### config.mk
export PLATFORM = sky130hd
export DESIGN_NAME = exu_mul_ctrl
export DESIGN_NICKNAME = d
export VERILOG_FILES = /design/src/rtl/exu_mul_ctrl.sv
export SDC_FILE = /design/constraint.sdc
export NUM_CORES = 1
export LEC_CHECK = 0
export ABC_CLOCK_PERIOD_IN_PS = 4700
export CORE_MARGIN = 8
export CORE_UTILIZATION = 47
export CTS_CLUSTER_SIZE = 16
export DETAILED_ROUTE_END_ITERATION = 7
export PLACE_DENSITY_LB_ADDON = 0.1
export SYNTH_ARGS = -nofsm -noshare
export SYNTH_HDL_FRONTEND = slang
export SYNTH_SLANG_ARGS = --single-unit
### constraint.sdc
create_clock -name clk -period 4.7 [get_ports clk]
set_input_delay 0.94 -clock clk [delete_from_list [all_inputs] [get_ports clk]]
set_output_delay 0.94 -clock clk [all_outputs]
set_load 0.03 [all_outputs]
### src/rtl/exu_mul_ctrl.sv
// ---------------------------------------------------------------------------
// exu_mul_ctrl
//
// Sequencing stage around the EXU's 32x32 unsigned combinational array
// multiplier. RV32M multiply ops are converted to sign/magnitude on accept.
// The magnitudes are registered in S1 and drive the array. The unsigned
// product is sign-corrected and word-selected into S2, which is the output
// register. This is a 2-stage valid/ready pipeline with full throughput. It
// is in-order and stallable.
//
// Optional feature (build macro MUL_STAT_EN):
//   Adds the stat_count output, a 32-bit count of retired results.
//   The counter wraps at 2^32. Flush does not clear it.
//
// Ports:
//   clk, rst            clock, asynchronous active-high reset
//   flush               synchronous kill of all in-flight ops
//   in_valid/in_ready   issue-side handshake
//   in_op               00 MUL, 01 MULH, 10 MULHSU, 11 MULHU
//   in_rs1, in_rs2      multiplicand, multiplier
//   in_tag              destination tag carried with the op
//   mul_a, mul_x        operand magnitudes to the array (from S1 registers)
//   mul_product         64-bit unsigned product from the array
//   out_valid/out_ready result-side handshake
//   out_result, out_tag final rd value and its tag
//   stat_count          retired-result counter (MUL_STAT_EN only)
// ---------------------------------------------------------------------------
`timescale 1ns/1ps

module exu_mul_ctrl #(
    parameter int XLEN  = 32,
    parameter int TAG_W = 5
) (
    input  logic                clk,
    input  logic                rst,
    input  logic                flush,
    input  logic                in_valid,
    output logic                in_ready,
    input  logic [1:0]          in_op,
    input  logic [XLEN-1:0]     in_rs1,
    input  logic [XLEN-1:0]     in_rs2,
    input  logic [TAG_W-1:0]    in_tag,
    output logic [XLEN-1:0]     mul_a,
    output logic [XLEN-1:0]     mul_x,
    input  logic [2*XLEN-1:0]   mul_product,
    output logic                out_valid,
    input  logic                out_ready,
    output logic [XLEN-1:0]     out_result,
`ifdef MUL_STAT_EN
    output logic [TAG_W-1:0]    out_tag,
    output logic [31:0]         stat_count
`else
    output logic [TAG_W-1:0]    out_tag
`endif
);

    localparam logic [1:0] OP_MUL    = 2'b00;
    localparam logic [1:0] OP_MULH   = 2'b01;
    localparam logic [1:0] OP_MULHSU = 2'b10;

    // Pipeline state
    logic               s1_valid;
    logic [XLEN-1:0]    s1_mag_a;
    logic [XLEN-1:0]    s1_mag_b;
    logic               s1_neg;
    logic               s1_hi_sel;
    logic [TAG_W-1:0]   s1_tag;
    logic               s2_valid;

    // Handshake
    logic s1_adv;
    logic s2_adv;
    logic accept;

    assign s2_adv   = !s2_valid || out_ready;
    assign s1_adv   = !s1_valid || s2_adv;
    assign in_ready = s1_adv;
    assign accept   = in_valid && in_ready;

    assign out_valid = s2_valid;
    assign mul_a     = s1_mag_a;
    assign mul_x     = s1_mag_b;

    // Operand decode: sign of each operand and its magnitude.
    // The magnitude of 0x80000000 is 0x80000000 itself, read as unsigned.
    logic               dec_sa;
    logic               dec_sb;
    logic [XLEN-1:0]    dec_mag_a;
    logic [XLEN-1:0]    dec_mag_b;

    // NOTE: every signal written here gets a default first, so no path can
    // leave a value unassigned and infer a latch.
    always_comb begin
        dec_sa    = 1'b0;
        dec_sb    = 1'b0;
        dec_mag_a = in_rs1;
        dec_mag_b = in_rs2;
        if (in_op == OP_MULH || in_op == OP_MULHSU)
            dec_sa = in_rs1[XLEN-1];
        if (in_op == OP_MULH)
            dec_sb = in_rs2[XLEN-1];
        if (dec_sa)
            dec_mag_a = -in_rs1;
        if (dec_sb)
            dec_mag_b = -in_rs2;
    end

    // Sign correction of the unsigned array product, then word select.
    logic [2*XLEN-1:0]  prod_fix;
    logic [XLEN-1:0]    result_sel;

    always_comb begin
        prod_fix   = mul_product;
        result_sel = '0;
        if (s1_neg)
            prod_fix = ~mul_product + 1'b1;
        result_sel = s1_hi_sel ? prod_fix[2*XLEN-1:XLEN] : prod_fix[XLEN-1:0];
    end

    // S1: operand magnitudes feed the array straight from these registers.
    // NOTE: state uses non-blocking assignments, so every register samples
    // the pre-edge values regardless of block order.
    // NOTE: the data registers are reset as well as the valids. The operand
    // registers drive the array outputs, and those outputs must read zero
    // out of reset.
    always_ff @(posedge clk or posedge rst) begin
        if (rst) begin
            s1_valid  <= 1'b0;
            s1_mag_a  <= '0;
            s1_mag_b  <= '0;
            s1_neg    <= 1'b0;
            s1_hi_sel <= 1'b0;
            s1_tag    <= '0;
        end else begin
            if (flush)
                s1_valid <= 1'b0;
            else if (s1_adv)
                s1_valid <= accept;
            if (accept) begin
                s1_mag_a  <= dec_mag_a;
                s1_mag_b  <= dec_mag_b;
                s1_neg    <= dec_sa ^ dec_sb;
                s1_hi_sel <= (in_op != OP_MUL);
                s1_tag    <= in_tag;
            end
        end
    end

    // S2: the output register. Data only moves on a real transfer from S1,
    // so a stalled result and its tag stay put.
    always_ff @(posedge clk or posedge rst) begin
        if (rst) begin
            s2_valid   <= 1'b0;
            out_result <= '0;
            out_tag    <= '0;
        end else begin
            if (flush)
                s2_valid <= 1'b0;
            else if (s2_adv)
                s2_valid <= s1_valid;
            if (s2_adv && s1_valid) begin
                out_result <= result_sel;
                out_tag    <= s1_tag;
            end
        end
    end

`ifdef MUL_STAT_EN
    // Retirement counter. Flush does not touch it.
    always_ff @(posedge clk or posedge rst) begin
        if (rst)
            stat_count <= '0;
        else if (out_valid && out_ready)
            stat_count <= stat_count + 32'd1;
    end
`endif

endmodule

* Word-level counts from Yosys, hierarchy flattened
Index checks and enable logic that the tools add are counted.
Widths: inputs -> output; s select.
** Word-level totals
- Register bits :: 110
- Bits of input ports :: 140
- Output and inout port bits :: 103
- Logic and storage cells :: 36
** Operators by class
- $add $sub $neg :: 3
- Equal/unequal tests :: 2
- Multiplexer cells :: 10
- Bitwise gates (word level) :: 2
- Reduce and logical (&&, ||, !) cells :: 10
** Operators by type and width (number)
- $mux 32 :: 3
- $add 64x1->64 const B :: 1
- $mux 64 :: 1
- $neg 32->32 :: 2
- $not 64->64 :: 1
- $mux 1 :: 6
- $reduce_bool 2->1 :: 3
- $logic_or 1x1->1 :: 3
- $eq 2x1->1 const B :: 1
- $eq 2x2->1 const B :: 1
- $logic_and 1x1->1 :: 2
- $logic_not 1->1 :: 2
- $xor 1x1->1 :: 1

* Longest topological paths before layout
Gate-level depths: netlist of run 1.
- Word-level depth :: 6
- Gate-level depth with buffers :: 10
- Depth with buffers taken out :: 9

* Worst setup path after synthesis of run 1
OpenSTA, ideal clock, no wires.
- Path kind :: input-to-reg
- Start :: input mul_product[34]
- End :: register out_result[12]
- Data arrival time :: 2939 ps
- Data required time :: 4570 ps
- Slack :: 1631 ps
- Stages :: 7
- Cells stage by stage :: or4_4 > or3_4 > or4_4 > nor4_4 > nand2b_1 > xor2_1 > o21ai_1
** On the way
- Cells in the longest elaborated chain, start to end :: 4
** Ends and longest elaborated chain
- from (decl) :: line 45 : input logic [2*XLEN-1:0] mul_product,
- $not 64->64 :: line 116 : prod_fix = ~mul_product + 1'b1;
- $add 64x1->64 :: line 116
- $mux 64 :: line 115 : if (s1_neg)
- $mux 32 :: line 117 : result_sel = s1_hi_sel ? prod_fix[2*XLEN-1:XLEN] : prod_fix[XLEN-1:0];
- to (signal assigned) :: line 162 : out_result <= result_sel;
- to (decl) :: line 48 : output logic [XLEN-1:0] out_result,
No other way between the ends.
A chain may end at the register's enable or synchronous reset.

* Worst setup path after layout of run 1
- Start :: input mul_product[11]
- End :: register out_result[16]
Same word-level chain as after synthesis.

==> flow_summary.ini, run 1 <==
[outcome]
status = finished clean

[layout]
layout_commonest_cell = clkdlybuf4s50_1
final_cells = 1346
final_nets = 1270
drive_above_1_share = 0.0513
layout_common_cells = 242 x clkdlybuf4s50_1, 130 x nand2_1, 109 x dfrtp_1
diodes = 0
syn_to_final_growth_pct = 39.3

[pwr]
switching_power_w = 0.00119
power_frac_seq = 0.364
power_leakage_nw = 3.98
power_frac_comb = 0.381
swShare = 0.361
power_density_mw_per_mm2 = 319
clkPwrFrac = 0.256
p_int_w = 0.00212
ir_worst_vdd_mv = 0.173

[logic_synthesis]
yosys.area_share.simple = 0.255
syn-instance-count = 912
synth-edff-count = 0
synth_top_area_share = 0.370
yosysSeqAreaShare = 0.370
synth_compound_area_frac = 0.201
synth_area_leaders = dfrtp_1 37%, nand2_1 6.6%, o21ai_0 6.6%, xor2_1 5.8%, xnor2_1 5.6%
synth_xor_area_frac = 0.114
synth_area_mm2 = 0.00745
ys_warn_count = 0
ys.flop_type = dfrtp_1
muxShareOfSynthArea = 0.0166
synthesis.nets = 1057
synth_top_cell_by_area = dfrtp_1
synthAdderAreaFrac = 0.00840
synth_area_per_cell_um2 = 8.16
synth_top_family_by_area = simple AND/OR/NAND/NOR gates
synth_cell_types = 63
async_flop_share = 1.00
ys_ff_latch = 110

[floorplanning]
start_util = 0.474
die_w_um = 142
die_h_um = 142
core_mm2 = 0.0157
fp-row-count = 46
die_area_mm2 = 0.0201
io_pins = 243

[clock_network]
root_buffer = clkbuf_16
cts-hold-fix-buffers = 0
cts.reportedPaths.clkPinSlew_ns = 0.08
cts_buffers = 9
cts_max_path_buffers = 2
cts_resized = 0
cts.sink_count = 110
cts_tree = built
postCtsSetupRepairBufs = 0
htree_levels = 3
clock_latency_ns = 0.35

[detailed_routing]
wire_per_inst_um = 19.3
vias_per_cell = 5.68
ant_nets = 0
vias = 7651
dr.pass1.iters = 6
drc_errors = 0
drtIter0Drc = 459
wl_um = 25900

[critical_path]
cp.required_ns = 4.91
crit_path_end_kind = flop
arrival_ns = 3.91
critPathKind = input port to flop
crit_fanout = 6
reg2regPathDepth = 3
crit_path_start_kind = input port
r2r-end = out_result[17]$_DFFE_PP0P_
ff2ff_setup_slack_ns = 2.22
rr_startpoint = s1_hi_sel$_DFFE_PP0P_

[sta]
slew_viol_final = 0
fin_tns_setup_ns = 0
post-route-min-period_ns = 3.70
fmax_mhz = 270
tightest_slew_ns = 1.04
rsz0062_at_grt = no
setup_viol = 0
finalCritPeriodShare = 0.787
finClkSkew_ns = 0.00737
hold_violations = 0
relSlewSlack = 0.308

[place]
dpl.cell_count = 1330
io_buffer_count = 242
hpwl_um = 20000
gp_congestion = 0.986

[min_path]
worstHoldStart = s1_tag[0]$_DFFE_PP0P_
hold-path-endpoint = out_tag[0]$_DFFE_PP0P_
hold_class = flop to flop
holdPathStages = 2

[grt]
grt_pass1_vias = 7486
antenna_found_initial = 0
grt_max_degree = 62
grt.total_usage = 0.253
gr-total-overflow = 0
grt_pass1_wl_um = 40100

[flow_run]
maxCapViolations = 0
-- stage by stage --
step	hold slack (ns)	total power, W	area, um^2	worst slack, ns	util
after global placement	0.446	0.00247	10100	0.677	0.640
after global routing	0.496	0.00347	10400	0.809	0.660
after detailed placement	0.452	0.00248	10100	0.677	0.640
after CTS	0.471	0.00334	10400	1.03	0.660
final	0.470	0.00331	10400	1.00	0.660
after floorplan	0.439	0.00189	7450	0.858	-
-- cell usage after synthesis (3+ instances only) --
cell type	count
and3_1	4
nor4b_1	3
nand2b_1	14
inv_1	22
o211ai_1	4
and2_1	4
o22ai_1	5
o31ai_1	21
nand3b_1	5
a31oi_1	10
mux2_2	3
o21ai_0	98
dfrtp_1	110
a21oi_1	55
o21ai_1	3
nor4_1	20
or4_4	3
a211oi_1	4
nor2_1	76
nor3_1	27
clkbuf_1	42
nor2b_1	7
or3b_2	3
xor2_1	49
xnor2_1	48
a21o_1	6
or3_1	15
nand4_1	3
ha_1	5
o21a_1	3
o41ai_1	8
nand3_1	18
o221ai_1	4
or2_2	7
or4_1	17
mux2i_1	9
a22oi_1	7
buf_1	7
nand2_1	131
-- sequential cells by signal, summed over array words and instances, names as in the netlist --
register,flops
mul_a,32
mul_x,32
out_result,32
out_tag,5
s1_tag,5
out_valid,1
s1_hi_sel,1
s1_neg,1
s1_valid,1
-- power by group through the flow --
stage	registers (W)	logic (W)	clock network (W)
after floorplan	0.00148	0.000406	0
after global placement	0.00122	0.00126	0
after detailed placement	0.00122	0.00126	0
after CTS	0.00120	0.00127	0.000863
after global routing	0.00122	0.00135	0.000893
final	0.00120	0.00126	0.000846
-- cell type report --
type / count / area, um^2
multi-input combinational: 731 / 4440
sequential: 110 / 2750
inverter: 22 / 85.1
clock inverter: 6 / 91.3
fill: 1420 / 5340
timing repair buffer: 251 / 2500
tap: 216 / 270
clock buffer: 10 / 229
-- worst max path at each step --
stage               startpoint                          to  depth (start not counted)  slack (ns)
2_1_floorplan              rst        mul_a[0]$_DFFE_PP0P_                          1        0.86
3_3_place_gp   mul_product[10]  out_result[16]$_DFFE_PP0P_                          8        0.68
3_5_place_dp   mul_product[10]  out_result[16]$_DFFE_PP0P_                          8        0.68
4_1_cts        mul_product[11]  out_result[16]$_DFFE_PP0P_                          8        1.03
5_1_grt         mul_product[8]  out_result[16]$_DFFE_PP0P_                          8        0.81
6_report       mul_product[11]  out_result[16]$_DFFE_PP0P_                          8         1.0
-- routing by layer --
layer,GRT usage,part of all wire,wire [um]
met5,0,0,0
met4,0.110,0.033,855
met3,0.0813,0.093,2410
met2,0.425,0.49,12600
met1,0.290,0.39,10000
-- critical path, stage by stage --
cell	delay [ns]
clkdlybuf4s50_1	0.47
or4_1	0.65
nor4_1	0.63
nand3_1	0.39
or2_2	0.39
o21ai_0	0.20
xor2_1	0.15
o21ai_0	0.08
-- cells by family after synthesis --
kind of cell,after synthesis
mux,12
simple gates,372
xor+xnor,97
compound gates,245
flops,110
fa+ha+maj,5
buf+inv,71
(Power assumes the default switching activity.)
==> inputs of run 2 (changes only) <==
ABC_CLOCK_PERIOD_IN_PS = 3600   (was 4700)
clock period = 3.6 ns   (was 4.7 ns; I/O delays follow)
==> flow_summary.ini, run 2 (synthesized netlist as in run 1, its figures left out) <==
[outcome]
status = finished clean

[sta]
post-route-min-period_ns = 3.19
worst_slack_ns = 0.414
fin_tns_setup_ns = 0
fmax_mhz = 314
finalCritPeriodShare = 0.885
relSlewSlack = 0.533
tightest_slew_ns = 0.700
setup_viol = 0
hold_violations = 0
rsz0062_at_grt = no
slew_viol_final = 0
finClkSkew_ns = 0.0109

[layout]
diodes = 0
drive_above_1_share = 0.0946
syn_to_final_growth_pct = 45.1
layout_common_cells = 242 x clkdlybuf4s50_1, 130 x nand2_1, 109 x dfrtp_1
fillers = 1319
stdcell_area_mm2 = 0.0108
layout_commonest_cell = clkdlybuf4s50_1
final_nets = 1325
final_util = 0.687

[clock_network]
cts_max_path_buffers = 2
cts_tree = built
cts_buffers = 9
cts_resized = 0
root_buffer = clkbuf_16
cts.reportedPaths.clkPinSlew_ns = 0.08
postCtsSetupRepairBufs = 0
cts-hold-fix-buffers = 0
cts.sink_count = 110
clock_latency_ns = 0.35
htree_levels = 3

[grt]
grt.total_usage = 0.271
grt_pass1_vias = 7756
antenna_found_initial = 0
grt_max_degree = 50
gr-total-overflow = 0
grt_pass1_wl_um = 42900

[pwr]
power_frac_comb = 0.399
p_int_w = 0.00273
power_leakage_nw = 4.24
ir_worst_vdd_mv = 0.240
power_frac_seq = 0.362
clkPwrFrac = 0.239
swShare = 0.367
p_total_w = 0.00431
power_density_mw_per_mm2 = 399
switching_power_w = 0.00158

[place]
hpwl_um = 21800
post_dp_cell_area_mm2 = 0.0105
io_buffer_count = 242
pre_cts_slack_ns = 0.0909
gp_congestion = 1.01

[critical_path]
crit_path_start_kind = input port
cp.required_ns = 3.85
arrival_ns = 3.44
crit_path_end_kind = flop
crit_fanout = 5
critPathKind = input port to flop

[detailed_routing]
vias_per_cell = 5.59
wl_um = 27400
ant_nets = 0
dr.pass1.iters = 7
wire_per_inst_um = 19.6
drc_errors = 0
drtIter0Drc = 504
vias = 7829

[flow_run]
maxCapViolations = 0

[floorplanning]
core_mm2 = 0.0157
die_area_mm2 = 0.0201
io_pins = 243
die_w_um = 142
die_h_um = 142
start_util = 0.474
fp-row-count = 46

[min_path]
hold_class = flop to flop
==> run 2: changes by cell type in the layout (fill, tap and decap cells not counted) <==
| cell | previous run | this run |
|---|---|---|
| inv_8 | 0 | 1 |
| bufinv_16 | 2 | 1 |
| inv_4 | 1 | 0 |
| clkinv_2 | 1 | 0 |
| clkinvlp_4 | 0 | 2 |
| clkinv_4 | 1 | 0 |
| buf_4 | 8 | 60 |
| buf_12 | 1 | 4 |
==> run 2: metal layers <==
layer | routed length [um] | track usage | share of wire | up-vias
li1 | - | - | - | 3812
met1 | 11100 | 0.326 | 0.40 | 3635
met2 | 13000 | 0.442 | 0.47 | 334
met3 | 2590 | 0.0867 | 0.094 | 48
met4 | 813 | 0.103 | 0.030 | 0
met5 | 0 | 0 | 0 | -
==> run 2: critical path, stage by stage <==
cell and delay [ns]:
clkdlybuf4s50_1 0.50, or4_1 0.68, nor4_1 0.29, buf_4 0.18, nand2_1 0.15, o41ai_2 0.43, o21ai_0 0.17, a221oi_1 0.31
==> run 2: power by group through the flow <==
stage / logic (W) / clock network (W) / registers, W
finish: 0.00172 / 0.00103 / 0.00156
global route: 0.00184 / 0.00109 / 0.00158
CTS: 0.00173 / 0.00105 / 0.00156
detailed placement: 0.00172 / 0 / 0.00158
global placement: 0.00171 / 0 / 0.00157
floorplan: 0.000531 / 0 / 0.00193
==> run 2: final timing paths <==
path	from	to	slack [ns]	depth (start not counted)
setup / recovery	mul_product[11]	out_result[24]$_DFFE_PP0P_	0.41	8
hold / removal	mul_a[31]$_DFFE_PP0P_	mul_a[31]$_DFFE_PP0P_	0.47	2
setup reg to reg	out_valid$_DFFE_PP0P_	out_result[8]$_DFFE_PP0P_	1.39	6
hold reg to reg	mul_a[31]$_DFFE_PP0P_	mul_a[31]$_DFFE_PP0P_	0.47	2
max in group asynchronous	rst	s1_neg$_DFFE_PP0P_	2.11	3
min in group asynchronous	rst	mul_x[0]$_DFFE_PP0P_	0.82	2
==> run 2: through the flow <==
stage | hold WS (ns) | std cells
after CTS | 0.474 | 1400
after global routing | 0.479 | 1400
after detailed placement | 0.455 | 1385
after global placement | 0.447 | 1385
final | 0.469 | 1400
after floorplan | 0.439 | 912
==> run 2: layout make-up <==
type                    instances  area (um^2)  share of cell area
well taps                     216          270              0.0250
multi-input cells             731         4440               0.411
inverters                      22         86.3             0.00799
flip-flops and latches        110         2750               0.255
clock inverters                 5         66.3             0.00614
repair buffers                306         2950               0.273
clock buffers                  10          229              0.0212
